## config.mk

```make
export PLATFORM = sky130hd
export DESIGN_NAME = conv_frame_sequencer
export DESIGN_NICKNAME = d
export VERILOG_FILES = /design/src/rtl/conv_frame_sequencer.sv
export SDC_FILE = /design/constraint.sdc
export NUM_CORES = 1
export LEC_CHECK = 0
export BUFFER_PORTS_ARGS = -buffer_cell sky130_fd_sc_hd__buf_2
export CAP_MARGIN = 10
export CORE_UTILIZATION = 27
export CTS_CLUSTER_SIZE = 14
export DETAILED_ROUTE_END_ITERATION = 6
export PLACE_DENSITY = 0.52
export SLEW_MARGIN = 20
export SYNTH_ARGS = -nofsm -noshare
export SYNTH_HDL_FRONTEND = slang
export SYNTH_SLANG_ARGS = --single-unit
```

## constraint.sdc

```tcl
create_clock -name clk -period 10.9 [get_ports clk]
set_input_delay 1.09 -clock clk [delete_from_list [all_inputs] [get_ports clk]]
set_output_delay 1.09 -clock clk [all_outputs]
set_load 0.02 [all_outputs]
```

## src/rtl/conv_frame_sequencer.sv

```systemverilog
// Raster-order frame scheduler for the 3x3 convolution datapath: fetches each padded
// window, runs the conv unit through a start/done handshake and writes the result out.
module conv_frame_sequencer #(
  parameter int IMG_W      = 128,
  parameter int IMG_H      = 128,
  parameter int ADDR_W     = 15,
  parameter int OUT_ADDR_W = 14,
  parameter int DATA_W     = 8
) (
  input  logic                  clk,
  input  logic                  rst_n,
  input  logic                  start,
  input  logic                  abort,
  output logic                  rd_en,
  output logic [ADDR_W-1:0]     rd_addr,
  output logic                  win_shift,
  output logic                  conv_start,
  input  logic                  conv_done,
  input  logic [DATA_W-1:0]     conv_result,
  output logic                  wr_en,
  output logic [OUT_ADDR_W-1:0] wr_addr,
  output logic [DATA_W-1:0]     wr_data,
  output logic                  busy,
  output logic                  done
);

  localparam int PW    = IMG_W + 2;
  localparam int COL_W = (IMG_W > 1) ? $clog2(IMG_W) : 1;
  localparam int ROW_W = (IMG_H > 1) ? $clog2(IMG_H) : 1;

  typedef enum logic [2:0] {IDLE, FETCH, DRAIN, CONV, WRITE, DONE} state_t;

  state_t                  state_q, state_d;
  logic [ROW_W-1:0]        row_q, row_d;
  logic [COL_W-1:0]        col_q, col_d;
  logic [3:0]              k_q, k_d;
  logic [1:0]              k_row, k_col;
  logic                    last_pixel;

  logic                    rd_en_q, rd_en_d;
  logic [ADDR_W-1:0]       rd_addr_q, rd_addr_d;
  logic                    win_shift_q, win_shift_d;
  logic                    conv_start_q, conv_start_d;
  logic                    wr_en_q, wr_en_d;
  logic [OUT_ADDR_W-1:0]   wr_addr_q, wr_addr_d;
  logic [DATA_W-1:0]       wr_data_q, wr_data_d;
  logic                    busy_q, busy_d;
  logic                    done_q, done_d;

  assign last_pixel = (row_q == ROW_W'(IMG_H - 1)) && (col_q == COL_W'(IMG_W - 1));

  // Next state and counters
  always_comb begin
    state_d   = state_q;
    row_d     = row_q;
    col_d     = col_q;
    k_d       = k_q;
    wr_data_d = wr_data_q;
    case (state_q)
      IDLE: begin
        if (start && !abort) begin
          state_d = FETCH;
          row_d   = '0;
          col_d   = '0;
          k_d     = '0;
        end
      end
      FETCH: begin
        if (k_q == 4'd8) state_d = DRAIN;
        else             k_d     = k_q + 4'd1;
      end
      DRAIN: state_d = CONV;
      CONV: begin
        // conv_start_q marks the first CONV cycle, where conv_done is not yet honoured
        if (!conv_start_q && conv_done && !abort) begin
          state_d   = WRITE;
          wr_data_d = conv_result;
        end
      end
      WRITE: begin
        k_d = '0;
        if (last_pixel) begin
          state_d = DONE;
        end else begin
          state_d = FETCH;
          if (col_q < COL_W'(IMG_W - 1)) begin
            col_d = col_q + COL_W'(1);
          end else begin
            col_d = '0;
            row_d = row_q + ROW_W'(1);
          end
        end
      end
      DONE:    state_d = IDLE;
      default: state_d = IDLE;
    endcase
    if (abort && (state_q != IDLE)) state_d = IDLE;
  end

  always_comb begin
    k_row = 2'd0;
    k_col = 2'd0;
    case (k_d)
      4'd1: k_col = 2'd1;
      4'd2: k_col = 2'd2;
      4'd3: k_row = 2'd1;
      4'd4: begin k_row = 2'd1; k_col = 2'd1; end
      4'd5: begin k_row = 2'd1; k_col = 2'd2; end
      4'd6: k_row = 2'd2;
      4'd7: begin k_row = 2'd2; k_col = 2'd1; end
      4'd8: begin k_row = 2'd2; k_col = 2'd2; end
      default: ;
    endcase
  end

  // Outputs are registered from the next state so every strobe lines up with its state
  always_comb begin
    rd_en_d      = (state_d == FETCH);
    rd_addr_d    = rd_addr_q;
    if (state_d == FETCH) begin
      rd_addr_d = (ADDR_W'(row_d) + ADDR_W'(k_row)) * ADDR_W'(PW)
                + ADDR_W'(col_d) + ADDR_W'(k_col);
    end
    win_shift_d  = ((state_d == FETCH) && (k_d != 4'd0)) || (state_d == DRAIN);
    conv_start_d = (state_d == CONV) && (state_q != CONV);
    wr_en_d      = (state_d == WRITE);
    wr_addr_d    = wr_addr_q;
    if (state_d == WRITE) begin
      wr_addr_d = OUT_ADDR_W'(row_q) * OUT_ADDR_W'(IMG_W) + OUT_ADDR_W'(col_q);
    end
    busy_d       = (state_d != IDLE);
    done_d       = (state_d == DONE);
  end

  always_ff @(posedge clk or negedge rst_n) begin
    if (!rst_n) begin
      state_q      <= IDLE;
      row_q        <= '0;
      col_q        <= '0;
      k_q          <= '0;
      rd_en_q      <= 1'b0;
      rd_addr_q    <= '0;
      win_shift_q  <= 1'b0;
      conv_start_q <= 1'b0;
      wr_en_q      <= 1'b0;
      wr_addr_q    <= '0;
      wr_data_q    <= '0;
      busy_q       <= 1'b0;
      done_q       <= 1'b0;
    end else begin
      state_q      <= state_d;
      row_q        <= row_d;
      col_q        <= col_d;
      k_q          <= k_d;
      rd_en_q      <= rd_en_d;
      rd_addr_q    <= rd_addr_d;
      win_shift_q  <= win_shift_d;
      conv_start_q <= conv_start_d;
      wr_en_q      <= wr_en_d;
      wr_addr_q    <= wr_addr_d;
      wr_data_q    <= wr_data_d;
      busy_q       <= busy_d;
      done_q       <= done_d;
    end
  end

  assign rd_en      = rd_en_q;
  assign rd_addr    = rd_addr_q;
  assign win_shift  = win_shift_q;
  assign conv_start = conv_start_q;
  assign wr_en      = wr_en_q;
  assign wr_addr    = wr_addr_q;
  assign wr_data    = wr_data_q;
  assign busy       = busy_q;
  assign done       = done_q;

endmodule
```

==> results.cfg <==
[clocking]
postCtsSetupBuffers = 0
cts_buffers = 9
cts_sinks = 64
clk-insertion-delay-late_ps = 340
cts_resized = 0
hold_buffers = 0
cts_tree = done
clockBufferDepth = 2
clkSlewWorstSetupHoldPaths_ps = 50
htree_levels = 3
root_buffer = clkbuf_16

[sta]
setup_violations = 0
fmax_mhz = 161
tns_ps = 0
skew_ps = 7.99
period_share_pct = 56.9
tightest_slew_ps = 933
drv_slew = 0
period_needed_ps = 6200
final-hold-violation-count = 0
rsz0062_at_grt = no
slew_headroom_pct = 37.7

[synth]
synth.area.top_cells = dfrtp_1 (42%), nand2_1 (11%), ha_1 (7.8%)
synth_nets = 480
yosysSeqAreaShare_pct = 41.8
synth_edf_count = 0
synth_area_um2 = 3830
synth.largest_area_cell = dfrtp_1
synth.avg_cell_area_um2 = 8.72
synthMostInstantiatedCell = nand2_1
syn_inst = 439
synth.top_cell.area_share_pct = 41.8
synth_commonest_cells = nand2_1 (109), dfrtp_1 (64), o21ai_0 (31)
synth-seq-cells = 64
synth_flop_cell = dfrtp_1
async_flop_share_pct = 100
yosysWarnings = 0
synthDistinctLibCells = 61

[pwr]
ir_drop_mv = 0.107
power.density_nw_per_um2 = 203
p_leak_nw = 2.38

[setup_path]
start_kind = primary input
end_kind = flop
critical_path_class = primary input to flop
worst_ep_required_time_ps = 11080
crit_fanout = 6
arrival_ps = 6380

[die]
fp.coreArea_um2 = 13900
die_h_um = 121
initial_core_util_pct = 27.6
pin_count = 56
rows = 43
die_area_um2 = 14700
dieWidth_um = 121

[cells_and_area]
seqCellArea_um2 = 1600
final_area_um2 = 4630
drive_gt1_share_pct = 16.8
syn_to_final_growth_pct = 21.0
multiInputGateArea_um2 = 2090
antennaDiodeCount = 0
nets = 535
fillCellCount = 1468

[worst_hold_path]
hold_class = flop to flop

[global_route]
grt_overflow = 0
grt_max_degree = 65
grt_pass1_vias = 3237
antenna_found_initial = 0
grtUsageTotal_pct = 14.5
grt_first_pass_wirelength_um = 16300

[placed_design]
place_congestion = 0.879
detailed_place_hpwl_um = 7040
place_area_um2 = 4290
io_buffers = 55

[detailed_routing]
drc = 0
num_vias = 3230
first_iter_violations = 123
wire_per_inst_um = 14.1
routed_wl_um = 9540
routed_via_density = 4.76
dr.pass1.iters = 4
final_antenna_net_count = 0

[outcome]
status = complete, no violations

[job]
cap_violations = 0
[sequential cells by signal, indices dropped and copies added, names as in the netlist]
name / flops
col_q: 7
done: 1
state_q: 3
wr_addr: 14
rd_addr: 15
row_q: 7
conv_start: 1
rd_en: 1
wr_data: 8
busy: 1
win_shift: 1
wr_en: 1
k_q: 4
[cell type report]
type | count | area share [%]
clock inverters | 7 | 2.54
well taps | 180 | 4.86
multi-input cells | 342 | 45.2
clock buffers | 9 | 4.86
inverters | 19 | 1.54
repair buffers | 58 | 6.43
flip-flops and latches | 64 | 34.6
[cells in the final DEF, fill, tap and decap left out, types with 14 or more instances in the layout]
cell type,n
buf_2,55
a21oi_1,18
dfrtp_1,64
inv_1,19
nand3_1,14
nand2_1,109
nor2_1,29
o21ai_0,31
ha_1,24
[worst max-delay path, cell delays in order]
cell and delay, ps:
buf_2 120, nor2b_1 250, o21ai_0 240, nand2_1 180
o21ai_0 100, a32oi_1 310, inv_1 150, nor3_1 250
a22o_1 220, ha_1 250, a21oi_1 240, a21oi_1 100
mux2i_1 460, inv_1 220, ha_1 320, ha_1 320
nor2b_1 140, o21ai_0 120, a211oi_1 530, nor4b_1 320
a2bb2oi_1 210, xnor2_1 130, o21ai_0 100
[final timing paths]
| path | startpoint | endpoint | slack (ps) | cells past startpoint |
|---|---|---|---|---|
| setup / recovery | abort | rd_addr[12] | 4700 | 23 |
| hold / removal | wr_data[6] | wr_data[6] | 470 | 2 |
| setup reg to reg | state_q[2] | rd_addr[12] | 4940 | 18 |
| hold reg to reg | wr_data[6] | wr_data[6] | 470 | 2 |
| max in group asynchronous | rst_n | wr_en | 9430 | 2 |
| min in group asynchronous | rst_n | wr_data[0] | 930 | 2 |
[cells by family (layout without fill, tap and decap cells)]
group / Yosys count / in the layout / share of synthesized area, %
xor gates and xnor gates: 16 / 16 / 4.02
muxes: 4 / 4 / 1.08
AOI/OAI and AO/OA: 82 / 82 / 13.4
DFF: 64 / 64 / 41.8
buffers and inverters: 33 / 93 / 3.46
adders and majority gates: 28 / 28 / 9.94
and+or+nand+nor: 212 / 212 / 26.3
[stage by stage]
stage               hold slack, ps  util (%)  power, mW  cells  setup slack (ps)
floorplan                      476         -      0.519    439              5320
global placement               452      30.9      0.604    663              4640
detailed placement             456      30.9      0.614    663              4420
CTS                            473      33.4      0.956    679              4740
global route                   486      33.4       1.01    679              4080
finish                         468      33.4      0.939    679              4700
[metal layers]
layer	wire, um	vias to the layer above	share of wire, %	global-route usage (%)
li1	-	1633	-	-
met1	4640	1505	49	18.9
met2	4250	80	45	22.5
met3	486	12	5.1	4.46
met4	165	0	1.7	5.02
met5	0	-	0	0
[report_power, final]
group | internal (mW) | total (mW) | switching (mW)
Sequential | 0.277 | 0.302 | 0.0251
Combinational | 0.103 | 0.303 | 0.200
Clock | 0.224 | 0.334 | 0.110
Total | 0.604 | 0.939 | 0.335
No activity file was read; power rests on OpenSTA's default activity.
